## config.mk

```make
export PLATFORM = sky130hd
export DESIGN_NAME = seven_seg_scan_mux_flat
export DESIGN_NICKNAME = d
export VERILOG_FILES = /design/src/rtl/seven_seg_scan_mux_pkg.sv /design/src/rtl/seven_seg_scan_mux_if.sv /design/src/rtl/seven_seg_scan_mux_bcd_to_7seg.sv /design/src/rtl/seven_seg_scan_mux.sv /design/src/flat_wrapper.sv
export SDC_FILE = /design/constraint.sdc
export NUM_CORES = 1
export LEC_CHECK = 0
export CAP_MARGIN = 20
export CORE_ASPECT_RATIO = 0.8
export CORE_MARGIN = 5
export CORE_UTILIZATION = 30
export DETAILED_ROUTE_END_ITERATION = 8
export GPL_ROUTABILITY_DRIVEN = 1
export PLACE_DENSITY = 0.48
export SYNTH_ARGS = -nofsm -noshare
export SYNTH_HDL_FRONTEND = slang
export SYNTH_SLANG_ARGS = --single-unit
```

## constraint.sdc

```tcl
create_clock -name i_clk -period 4.8 [get_ports i_clk]
set_input_delay 0.96 -clock i_clk [delete_from_list [all_inputs] [get_ports i_clk]]
set_output_delay 0.96 -clock i_clk [all_outputs]
set_load 0.02 [all_outputs]
```

## src/rtl/seven_seg_scan_mux_pkg.sv

```systemverilog
// Shared definitions for the multiplexed 7-segment driver: segment width,
// bit order and the glyph patterns used by the BCD decoder.
package seven_seg_scan_mux_pkg;

  localparam int SEG_W = 7;

  typedef logic [SEG_W-1:0] seg_t;

  // Bit position of each segment inside seg_t: a is the MSB, g the LSB.
  typedef enum int unsigned {
    SEG_IDX_G = 0,
    SEG_IDX_F = 1,
    SEG_IDX_E = 2,
    SEG_IDX_D = 3,
    SEG_IDX_C = 4,
    SEG_IDX_B = 5,
    SEG_IDX_A = 6
  } seg_idx_e;

  localparam seg_t SEG_0     = 7'b1111110;
  localparam seg_t SEG_1     = 7'b0110000;
  localparam seg_t SEG_2     = 7'b1101101;
  localparam seg_t SEG_3     = 7'b1111001;
  localparam seg_t SEG_4     = 7'b0110011;
  localparam seg_t SEG_5     = 7'b1011011;
  localparam seg_t SEG_6     = 7'b1011111;
  localparam seg_t SEG_7     = 7'b1110000;
  localparam seg_t SEG_8     = 7'b1111111;
  localparam seg_t SEG_9     = 7'b1111011;
  localparam seg_t SEG_BLANK = 7'b0000000;

endpackage

```

## src/rtl/seven_seg_scan_mux_if.sv

```systemverilog
// Display-side bundle: scan controls and BCD data in, segment/digit drives out.
interface seven_seg_scan_mux_if #(
  parameter int NUM_DIGITS = 4
);
  import seven_seg_scan_mux_pkg::*;

  logic                    i_en;
  logic                    i_blank;
  logic [4*NUM_DIGITS-1:0] i_bcd;
  logic [NUM_DIGITS-1:0]   i_dp;
  seg_t                    o_seg;
  logic                    o_dp;
  logic [NUM_DIGITS-1:0]   o_digit_sel;

  modport master (
    output i_en,
    output i_blank,
    output i_bcd,
    output i_dp,
    input  o_seg,
    input  o_dp,
    input  o_digit_sel
  );

  modport slave (
    input  i_en,
    input  i_blank,
    input  i_bcd,
    input  i_dp,
    output o_seg,
    output o_dp,
    output o_digit_sel
  );

endinterface

```

## src/rtl/seven_seg_scan_mux_bcd_to_7seg.sv

```systemverilog
// Single-digit BCD to common-cathode segment decoder; codes 10-15 render dark.
module bcd_to_7seg
  import seven_seg_scan_mux_pkg::*;
(
  input  logic [3:0] bcd,
  output seg_t       seg
);

  // Glyph lookup for one BCD code
  always_comb begin
    seg = SEG_BLANK;
    case (bcd)
      4'd0:    seg = SEG_0;
      4'd1:    seg = SEG_1;
      4'd2:    seg = SEG_2;
      4'd3:    seg = SEG_3;
      4'd4:    seg = SEG_4;
      4'd5:    seg = SEG_5;
      4'd6:    seg = SEG_6;
      4'd7:    seg = SEG_7;
      4'd8:    seg = SEG_8;
      4'd9:    seg = SEG_9;
      default: seg = SEG_BLANK;
    endcase
  end

endmodule

```

## src/rtl/seven_seg_scan_mux.sv

```systemverilog
// Time-multiplexed N-digit 7-segment scanner with dead time between digits,
// frame-coherent snapshot of the BCD input and optional leading-zero blanking.
module seven_seg_scan_mux
  import seven_seg_scan_mux_pkg::*;
#(
  parameter int NUM_DIGITS = 4,
  parameter int SCAN_DIV   = 16,
  parameter int LZ_BLANK   = 1
)(
  input  logic                   i_clk,
  input  logic                   i_reset_n,
  seven_seg_scan_mux_if.slave    bus
);

  localparam int PW = (SCAN_DIV > 2) ? $clog2(SCAN_DIV) : 1;
  localparam int DW = $clog2(NUM_DIGITS);
  localparam int BW = 4 * NUM_DIGITS;

  localparam logic [PW-1:0]         P_LAST  = PW'(SCAN_DIV - 1);
  localparam logic [DW-1:0]         D_LAST  = DW'(NUM_DIGITS - 1);
  localparam logic [NUM_DIGITS-1:0] SEL_ONE = NUM_DIGITS'(1);

  logic [PW-1:0]         p_r;
  logic [PW-1:0]         p_nxt_s;
  logic [DW-1:0]         d_r;
  logic [DW-1:0]         d_nxt_s;
  logic [BW-1:0]         snap_bcd_r;
  logic [NUM_DIGITS-1:0] snap_dp_r;
  logic                  frame_start_s;
  logic [3:0]            cur_code_s;
  seg_t                  dec_seg_s;
  logic [NUM_DIGITS-1:0] zero_from_s;
  logic                  lz_hit_s;
  logic                  dark_s;
  seg_t                  seg_nxt_s;
  logic                  dp_nxt_s;
  logic [NUM_DIGITS-1:0] sel_nxt_s;
  seg_t                  seg_r;
  logic                  dp_r;
  logic [NUM_DIGITS-1:0] sel_r;

  // Prescaler and digit index next-state; both freeze while scanning is disabled
  always_comb begin
    p_nxt_s = p_r;
    d_nxt_s = d_r;
    if (bus.i_en) begin
      if (p_r == P_LAST) begin
        p_nxt_s = '0;
        if (d_r == D_LAST) begin
          d_nxt_s = '0;
        end else begin
          d_nxt_s = d_r + 1'b1;
        end
      end else begin
        p_nxt_s = p_r + 1'b1;
        d_nxt_s = d_r;
      end
    end else begin
      p_nxt_s = p_r;
      d_nxt_s = d_r;
    end
  end

  // Scan position registers
  always_ff @(posedge i_clk or negedge i_reset_n) begin
    if (!i_reset_n) begin
      p_r <= '0;
      d_r <= '0;
    end else begin
      p_r <= p_nxt_s;
      d_r <= d_nxt_s;
    end
  end

  assign frame_start_s = bus.i_en && (p_r == '0) && (d_r == '0);

  // Frame snapshot: every digit of one frame comes from the same capture
  always_ff @(posedge i_clk or negedge i_reset_n) begin
    if (!i_reset_n) begin
      snap_bcd_r <= '0;
      snap_dp_r  <= '0;
    end else if (frame_start_s) begin
      snap_bcd_r <= bus.i_bcd;
      snap_dp_r  <= bus.i_dp;
    end else begin
      snap_bcd_r <= snap_bcd_r;
      snap_dp_r  <= snap_dp_r;
    end
  end

  assign cur_code_s = snap_bcd_r[{d_r, 2'b00} +: 4];

  bcd_to_7seg u_dec (
    .bcd (cur_code_s),
    .seg (dec_seg_s)
  );

  // zero_from_s[k] is set when digits k..top are all code 0; invalid codes break the chain
  always_comb begin
    zero_from_s = '0;
    zero_from_s[NUM_DIGITS-1] = (snap_bcd_r[BW-1 -: 4] == 4'd0);
    for (int k = NUM_DIGITS - 2; k >= 0; k--) begin
      zero_from_s[k] = (snap_bcd_r[4*k +: 4] == 4'd0) && zero_from_s[k+1];
    end
  end

  assign lz_hit_s = (LZ_BLANK != 0) && (d_r != '0) && zero_from_s[d_r];
  assign dark_s   = !bus.i_en || bus.i_blank || (p_r == '0);

  // Next output values from the current scan position
  always_comb begin
    seg_nxt_s = SEG_BLANK;
    dp_nxt_s  = 1'b0;
    sel_nxt_s = '0;
    if (dark_s) begin
      seg_nxt_s = SEG_BLANK;
      dp_nxt_s  = 1'b0;
      sel_nxt_s = '0;
    end else begin
      sel_nxt_s = SEL_ONE << d_r;
      dp_nxt_s  = snap_dp_r[d_r];
      seg_nxt_s = lz_hit_s ? SEG_BLANK : dec_seg_s;
    end
  end

  // Pin drive registers; reset darkens the display without waiting for a clock
  always_ff @(posedge i_clk or negedge i_reset_n) begin
    if (!i_reset_n) begin
      seg_r <= SEG_BLANK;
      dp_r  <= 1'b0;
      sel_r <= '0;
    end else begin
      seg_r <= seg_nxt_s;
      dp_r  <= dp_nxt_s;
      sel_r <= sel_nxt_s;
    end
  end

  assign bus.o_seg       = seg_r;
  assign bus.o_dp        = dp_r;
  assign bus.o_digit_sel = sel_r;

endmodule

```

## src/flat_wrapper.sv

```systemverilog
// flat-port wrapper written by rule: the top's interface ports become plain ports
module seven_seg_scan_mux_flat import seven_seg_scan_mux_pkg::*;
#(
  parameter int NUM_DIGITS = 4,
  parameter int SCAN_DIV   = 16,
  parameter int LZ_BLANK   = 1
)
  (i_clk, i_reset_n, bus_i_en, bus_i_blank, bus_i_bcd, bus_i_dp, bus_o_seg, bus_o_dp, bus_o_digit_sel);
  seven_seg_scan_mux_if #(.NUM_DIGITS(NUM_DIGITS)) bus_i ();
  input  logic i_clk;
  input  logic i_reset_n;
  input wire logic [$bits(bus_i.i_en)-1:0] bus_i_en;
  input wire logic [$bits(bus_i.i_blank)-1:0] bus_i_blank;
  input wire logic [$bits(bus_i.i_bcd)-1:0] bus_i_bcd;
  input wire logic [$bits(bus_i.i_dp)-1:0] bus_i_dp;
  output wire logic [$bits(bus_i.o_seg)-1:0] bus_o_seg;
  output wire logic [$bits(bus_i.o_dp)-1:0] bus_o_dp;
  output wire logic [$bits(bus_i.o_digit_sel)-1:0] bus_o_digit_sel;
  assign bus_i.i_en = bus_i_en;
  assign bus_i.i_blank = bus_i_blank;
  assign bus_i.i_bcd = bus_i_bcd;
  assign bus_i.i_dp = bus_i_dp;
  assign bus_o_seg = bus_i.o_seg;
  assign bus_o_dp = bus_i.o_dp;
  assign bus_o_digit_sel = bus_i.o_digit_sel;
  seven_seg_scan_mux #(.NUM_DIGITS(NUM_DIGITS), .SCAN_DIV(SCAN_DIV), .LZ_BLANK(LZ_BLANK)) u_core (.i_clk(i_clk), .i_reset_n(i_reset_n), .bus(bus_i));
endmodule
```

# Yosys cells after proc, flatten, opt, wreduce, memory -nomap -nowiden

Memories as Yosys holds them, arrays and structs flattened.
Cells that the tools add are included.

Register bits: 38
Output and inout bits: 12
Word-level logic and storage cells: 42
Bits in read-only memories: 112
Input bits: 24
Memories kept: 1

Magnitude comparators: 1
Shift operators: 2
Reductions and logical operators: 17
Mux-type cells: 10
Add/sub/neg operators: 2
Eq/ne operators: 2

Memory list:

| memory          | depth | width | read ports | clocked after Yosys merged registers in | wr ports | RTL line                             | RTL |
|---|---|---|---|---|---|---|---|
| (no name shown) | 16    | 7     | 1          | 0                                       | 0        | seven_seg_scan_mux_bcd_to_7seg.sv:12 | `case (bcd)` |

Operators by type and width:

| operator              | count |
|---|---|
| $logic_not A4 Y1      | 5 |
| $shiftx A16 B5 Y4     | 1 |
| $mux W7               | 2 |
| $mux W4               | 2 |
| $logic_and A1 B1 Y1   | 6 |
| $add A4 B1 Y4 const B | 1 |
| $bmux W1 S2           | 2 |
| $eq A4 B4 Y1 const B  | 1 |
| $shl A1 B2 Y4 const A | 1 |
| $lt A2 B3 Y1 const B  | 1 |
| $mux W1               | 3 |
| $add A2 B1 Y2 const B | 1 |
| $eq A2 B2 Y1 const B  | 1 |
| $logic_not A2 Y1      | 1 |
| $logic_or A1 B1 Y1    | 2 |
| $mux W2               | 1 |
| $reduce_and A2 Y1     | 1 |
| $reduce_bool A2 Y1    | 1 |
| $logic_not A1 Y1      | 1 |

# Longest topological paths before layout

Gate-level depths: netlist (run 1).

Depth after elaboration: 9
Gate-level depth with buffers: 8
Gate-level depth less buffers: 7

# Modules after synthesis

Synthesis (run 1) repeated with hierarchy kept, for this count alone.

Cell total of the unflattened synthesis: 154
Area, all modules: 1973.1 µm²

Modules (own cells, without submodules):

| module             | cells each | instances | sequential area each (µm²) | area each (µm²) |
|---|---|---|---|---|
| seven_seg_scan_mux | 126        | 1         | 950.9                      | 1752.9 |
| bcd_to_7seg        | 28         | 1         | 0.0                        | 220.2 |

# Least setup slack after synthesis (run 1)

No wires, ideal clock.

Path type: input to register
Start point: input port bus_i_en
End point: register u_core.seg_r[2], in the netlist u_core.bus.o_seg[2]
Setup time: 94 ps
Required time: 4706 ps
Slack: 2678 ps
Data arrival time: 2027 ps
Path buffers: 2
Stages: 4
Cells stage by stage: clkbuf_1 -> or3b_2 -> clkbuf_1 -> a211oi_1

Cells in the longest elaborated chain, start to end: 4

RTL lines:

| what                             | RTL line                  | RTL |
|---|---|---|
| start, declared                  | flat_wrapper.sv:12        | `input wire logic [$bits(bus_i.i_en)-1:0] bus_i_en;` |
| $logic_not A1 Y1                 | seven_seg_scan_mux.sv:108 | `assign dark_s = !bus.i_en \|\| bus.i_blank \|\| (p_r == '0);` |
| $logic_or A1 B1 Y1 (2 in series) | seven_seg_scan_mux.sv:108 |  |
| $mux W7                          | seven_seg_scan_mux.sv:115 | `if (dark_s) begin` |
| net u_core.seg_nxt_s[2]          | seven_seg_scan_mux.sv:35  | `seg_t seg_nxt_s;` |
| end signal, assigned             | seven_seg_scan_mux.sv:133 | `seg_r <= seg_nxt_s;` |
| end, declared                    | seven_seg_scan_mux.sv:38  | `seg_t seg_r;` |

The timed path passes the listed nets, and every way through them passes these cells.
A chain may end at the register's enable or synchronous reset.

# Worst setup path after layout (run 1)

Start point: input port bus_i_en
End point: register u_core.snap_bcd_r[2]

Cells in the longest elaborated chain, start to end: 2

RTL lines:

| what                              | RTL line                 | RTL |
|---|---|---|
| $logic_and A1 B1 Y1 (2 in series) | seven_seg_scan_mux.sv:75 | `assign frame_start_s = bus.i_en && (p_r == '0) && (d_r == '0);` |
| end signal, assigned              | seven_seg_scan_mux.sv:83 | `snap_bcd_r <= bus.i_bcd;` |
| end signal, assigned              | seven_seg_scan_mux.sv:86 | `snap_bcd_r <= snap_bcd_r;` |
| end, declared                     | seven_seg_scan_mux.sv:27 | `logic [BW-1:0] snap_bcd_r;` |

Every way passes these cells.

==> results of run 1 <==
==> per-stage QoR <==
step,worst slack (ns),util,hold WS (ns),instance area (µm²)
detailed placement,1.90,0.368,0.495,2320
global route,2.06,0.383,0.534,2410
CTS,2.20,0.383,0.513,2410
global placement,1.94,0.368,0.486,2320
finish,2.20,0.383,0.508,2410
floorplan,2.68,-,0.472,1920
==> synth_stat cells, types with 3 or more instances <==
cell type,n,area share
nand2_1,4,0.0078
a21oi_1,4,0.010
ha_1,11,0.072
mux4_1,3,0.041
o21ai_0,5,0.013
inv_1,9,0.018
buf_6,3,0.018
nor2_1,4,0.0078
nor4_1,3,0.0098
nand3_1,3,0.0078
dfrtp_1,38,0.50
and2_1,5,0.016
nor3_1,3,0.0078
mux2_2,21,0.12
a211oi_2,4,0.026
==> power by group <==
group | leakage [nW] | switching, mW | internal [mW]
registers | 0.478 | 0.122 | 0.458
clock network | 0.0472 | 0.112 | 0.115
logic | 0.483 | 0.378 | 0.388
==> placed cells by master, fill, tap and decap left out, types with 2 or more instances in the layout <==
cell type        count
clkbuf_8             6
mux4_1               3
clkdlybuf4s50_1     34
nor2_1               4
nor4_1               3
inv_1                9
mux4_2               2
nor3b_1              2
mux2_2              21
a21oi_1              4
nor3_1               3
a211oi_2             4
nand3_1              3
o21ai_0              5
dfrtp_1             38
and2_1               5
nand2_1              4
ha_1                11
==> layout make-up <==
type,count,area share
Sequential cell,38,0.394
Multi-Input combinational cell,91,0.366
Timing Repair Buffer,35,0.143
Tap cell,84,0.0435
Clock buffer,6,0.0342
Inverter,9,0.0140
Clock inverter,2,0.00518
==> kinds of logic (layout without fill, tap and decap cells) <==
family	Yosys count	in the layout
flip-flops	38	38
AND/OR/NAND/NOR	30	30
multiplexers	27	27
AO/OA/AOI/OAI	21	21
buffers and inverters	16	52
adder cells (fa/ha/maj)	11	11
XOR/XNOR	2	2
==> metal layers <==
layer  wire [µm]  part of all wire  vias up  global-route usage
met5           0                 0        -                   0
met4          15            0.0040        0              0.0246
met3         286             0.076        2              0.0390
met2        1670              0.44       43               0.153
met1        1810              0.48      593               0.135
li1            -                 -      589                   -
==> worst max-delay path, stage by stage <==
cell and delay, ns:
clkdlybuf4s50_1 0.62, and3_1 0.78, mux2_2 0.41
==> how the worst max path moves through the flow <==
stage              from  slack (ns)  cells past startpoint                                 to
6_report       bus_i_en        2.20                      3   u_core.snap_bcd_r[2]$_DFFE_PN0P_
5_1_grt        bus_i_en        2.06                      3  u_core.snap_bcd_r[10]$_DFFE_PN0P_
4_1_cts        bus_i_en        2.20                      3    u_core.snap_dp_r[0]$_DFFE_PN0P_
3_5_place_dp   bus_i_en        1.90                      3    u_core.snap_dp_r[0]$_DFFE_PN0P_
3_3_place_gp   bus_i_en        1.94                      3    u_core.snap_dp_r[2]$_DFFE_PN0P_
2_1_floorplan  bus_i_en        2.68                      4      u_core.bus.o_seg[2]$_DFF_PN0_
==> registers in the layout, indices dropped and copies added, names as in the netlist <==
name                    flops
u_core.bus.o_seg            7
u_core.bus.o_digit_sel      4
u_core.snap_bcd_r          16
u_core.p_r                  4
u_core.snap_dp_r            4
u_core.d_r                  2
u_core.bus.o_dp             1
==> impl_results.md, run 1 <==
* Outcome: finished clean
* Antenna Violating Nets Remaining at 0
* HPWL Detailed at 2900 µm
* Post-Syn Nets at 180
* Largest family of logic cells by synthesized area: multiplexers
* Synthesized area at 1920 µm²
* Pins over their slew limit at 0
* Drc violations at 0
* Post-layout nets at approximately 220
* Initial antenna violation count at 0
* CTS Sinks at 38
* Num rows at 26
* Hold Crit Depth at 1
* Pwr dens at 652 nW/µm²
* VDD IR max at 0.177 mV
* Async set-or-reset flop fraction in the synthesized netlist at 1.00
* Synth Area in Compound Gates at 0.0984
* Final setup TNS at 0 ns
* Post-synth EDFFs at 0
* Die W at 99.5 µm
* CTS Root Buffer Type: clkbuf_8
* Crit Path Max Fanout at 20
* Post_cts resized at 0
* Layout Skew at ~0.0088 ns
* DR vias/cell at 4.63
* Post-Synth Adder-Cell Area at 0.0717
* Critical path arrival at 2.77 ns
* Simple-Gate Fraction of Synth Area at 0.0886
* Max Cap Viol at 0
* RSZ-0062 raised after global routing: false
* Number of port buffers at 35
* Clk_lat worst skew at 0.29 ns
* GRT Total Usage at 0.101
* Die area at between 8000 and 9000 µm²
* Relative slew slack at 0.427
* CP Capture Type: register
* Worst flop-to-flop path endpoint: u_core.bus.o_seg[1]$_DFF_PN0_
* First-pass GRT wire length at 6380 µm
* Largest net degree at the start of global routing at 39
* Initial cell density of the core at 0.304
* Mux contribution to synthesized area at 0.193
* Post-CTS setup buffers at 0
* R2R cell count at 6
* Fmax at between 300 and 400 MHz
* DRT Pass-1 Iters at 4
* Drt total wl at 3790 µm
* Dpl cells at 257
* Area of the multi-input gates at 885 µm²
* Layout cells sized above 1 at 0.238
* Worst hold start: u_core.snap_dp_r[1]$_DFFE_PN0P_
* Placer Congestion at 0.707
* Yosys cell types at 36
* Final Hold Viols at 0
* Synth Warn # at 0
* Area delta synth->final at 25.7%
* TritonCTS clock tree: built
* Die Y at between 80 and 90 µm
* Clock Path Buffers at 2
* Ys flop type: dfrtp_1
* Tmin final at 2.60 ns
* Io pins at 36
* Hold Crit Class: reg -> reg
* Worst-Margin Slew at 0.860 ns
* Finished Layout Cells at between 200 and 300
* FF+latch count, synth at 38
* Clock slew at reported path FFs at 0.08 ns
* Synth Area in XOR/XNOR at 0.00912
* Antenna fix cells at 0
* Number of fill cells at approximately 610
* RR Startpoint: u_core.d_r[0]$_DFFE_PN0P_
* Mapped Avg Cell Area at between 10 and 15 µm²
* Final worst-path cycle share at 0.542
* Sequential area share after synthesis at 0.495
* FF/Latch Area at between 900 and 1000 µm²
* Htree depth at 2
* Core area at 6310 µm²
* # hold bufs at CTS at 0
* Final Setup Violations at 0
* Vias at around 1.2k
* PnR Total Power at 1.57 mW
* Type of origin of the critical path: input port
* Total gr overflow at 0
* Drt wl/cell at 14.3 µm
* Pleak at 1.01 nW
* Vias in the first global route at between 1k and 1.5k
* Initial DRC Count at 57
* Hold endpoint: u_core.snap_dp_r[1]$_DFFE_PN0P_
* Cells after synthesis at 145
* Setup Crit Path Kind: in -> reg
* Worst path required time at 4.97 ns
* Reg2Reg Setup Slack at 2.40 ns
* CTS buffer count at 5
Power figures use the tool's default switching activity.
==> run 2, diff against run 1 <==
- clock period: 4.8 -> 2.7 ns (I/O delays scaled with it)
==> impl_results.md, run 2 (synthesized netlist as in run 1, its figures left out) <==
* Sequential share of power at 0.365 (-0.004)
* Area delta synth->final at 25.5%
* RSZ-0062 raised after global routing: false
* Core area at 6310 µm² (unchanged)
* Vias in the first global route at 1341 (+3.6%)
* Outcome: finished clean
* Total gr overflow at 0 (unchanged)
* Drc violations at 0 (unchanged)
* Initial DRC Count at 49 (-14%)
* CTS Root Buffer Type: clkbuf_8
* Fmax at 472 MHz
* Combinational cell fraction of total power at 0.503 (+0.016)
* Pins over their slew limit at 0 (unchanged)
* # hold bufs at CTS at 0 (unchanged)
* Placer Congestion at 0.757 (+7.0%)
* Io pins at 36 (unchanged)
* Final Hold Viols at 0 (unchanged)
* CP Capture Type: register
* Largest net degree at the start of global routing at 39 (unchanged)
* P_sw at 1.08 mW (+76%)
* Pwr dens at 1150 nW/µm² (+77%)
* Tmin final at 2.12 ns
* Initial cell density of the core at 0.304 (unchanged)
* Drt total wl at 3760 µm (-0.71%)
* Max Cap Viol at 0 (unchanged)
* First-pass GRT wire length at 6500 µm (+1.8%)
* Max reg flops at 16 (unchanged)
* Top reg by flops: u_core.snap_bcd_r
* DRT Pass-1 Iters at 3 (-1)
* Worst flop-to-flop path endpoint: u_core.bus.o_seg[1]$_DFF_PN0_
* Final Setup Violations at 0 (unchanged)
* RR Startpoint: u_core.d_r[0]$_DFFE_PN0P_
* Int Power at 1.70 mW (+76%)
* VDD IR max at 0.339 mV (+92%)
* Most frequent cells in the layout: dfrtp_1, clkdlybuf4s50_1, mux2_2, ha_1, inv_1
* R2R cell count at 6 (unchanged)
* Clock slew at reported path FFs at 0.08 ns (about the same)
* Crit. Startpoint: u_core.d_r[0]$_DFFE_PN0P_
* Antenna Violating Nets Remaining at 0 (unchanged)
* Hold Crit Class: in -> async
* Pleak at 1.01 nW (+0.16%)
* Drt wl/cell at 14.1 µm (-1.1%)
* Reg2Reg Setup Slack at 0.58 ns (-1.82 ns)
* Worst-Margin Slew at 0.840 ns (-0.0203 ns)
* Final worst-path cycle share at 0.785
* HPWL Detailed at 2930 µm (+1.1%)
* Layout Skew at 0.00929 ns (+0.000513 ns)
* Num rows at 26 (unchanged)
* Post-layout nets at 217 (+0.93%)
* Most common cell after layout, fill and taps aside: dfrtp_1
* Clk_lat worst skew at 0.28 ns (about the same)
* Initial antenna violation count at 0 (unchanged)
* Die area at 8110 µm² (unchanged)
* Vias at 1229 (+0.16%)
* Post_cts resized at 0 (unchanged)
* Die Y at 81.6 µm (unchanged)
* Switch share at 0.389 (about the same)
* Post-CTS setup buffers at 0 (unchanged)
* Critical path arrival at 2.32 ns (-0.45 ns)
* Clock power frac at 0.132 (-0.012)
* Type of origin of the critical path: register
* DR vias/cell at 4.62 (-0.21%)
* Worst path required time at 2.90 ns (-2.07 ns)
* Number of port buffers at 35 (unchanged)
* Antenna fix cells at 0 (unchanged)
* TritonCTS clock tree: built
* Relative slew slack at 0.440 (+0.0135)
* Critical Path End: u_core.bus.o_seg[1]$_DFF_PN0_
* Die W at 99.5 µm (unchanged)
* Final setup TNS at 0 ns (unchanged)
* CTS buffer count at 5 (unchanged)
* GRT Total Usage at 0.102 (+0.00102)
* Number of fill cells at 624 (+2.8%)
* Layout cells sized above 1 at 0.231 (-0.00680)
* Crit Path Max Fanout at 5 (-75%)
* Clock Path Buffers at 2 (unchanged)
* CTS Sinks at 38 (unchanged)
* Htree depth at 2 (unchanged)
* Setup Crit Path Kind: reg -> reg
* Final core occ at 0.382 (-0.000595)
==> run 2: stage by stage <==
stage | hold WS [ns] | instances | setup slack, ns | power, mW | instance area, µm²
floorplan | 0.244 | 145 | 0.677 | 2.09 | 1920
global placement | 0.484 | 259 | 0.561 | 2.40 | 2330
detailed placement | 0.498 | 259 | 0.567 | 2.44 | 2330
CTS | 0.399 | 266 | 0.566 | 2.82 | 2410
global route | 0.449 | 266 | 0.443 | 3.02 | 2410
finish | 0.357 | 266 | 0.580 | 2.78 | 2410
==> run 2: layout make-up <==
cell class                 count  area (µm²)  area share
sequential                    38         951       0.394
multi-input combinational     91         885       0.367
timing repair buffer          37         360       0.149
tap                           84         105      0.0436
clock buffer                   7        76.3      0.0317
inverter                       9        33.8      0.0140
==> run 2: layer usage <==
metal,vias to the layer above,track usage,share of wire
met2,33,0.157,0.43
li1,590,-,-
met3,6,0.0365,0.058
met4,0,0.0286,0.010
met5,-,0,0
met1,600,0.135,0.50
==> run 2: worst min-delay path by stage <==
stage,cells after the start,slack [ns],end
2_1_floorplan,0,0.24,u_core.bus.o_digit_sel[0]$_DFF_PN0_
4_1_cts,1,0.40,u_core.bus.o_seg[0]$_DFF_PN0_
3_3_place_gp,1,0.48,u_core.snap_dp_r[1]$_DFFE_PN0P_
3_5_place_dp,1,0.50,u_core.snap_dp_r[1]$_DFFE_PN0P_
6_report,1,0.36,u_core.bus.o_digit_sel[3]$_DFF_PN0_
5_1_grt,1,0.45,u_core.p_r[1]$_DFFE_PN0P_
==> run 2: critical path: stages (launching register included) <==
cell      delay (ns)
dfrtp_1         0.47
mux4_1          0.69
inv_1           0.18
ha_1            0.19
nor2_1          0.05
a211o_1         0.24
a211oi_2        0.21
==> run 2: power groups by stage <==
stage	sequential [mW]	clock (mW)	combinational [mW]
after CTS	1.02	0.382	1.42
after floorplan	1.01	0	1.08
after global placement	1.02	0	1.38
final	1.01	0.366	1.40
after detailed placement	1.03	0	1.41
after global routing	1.05	0.410	1.56
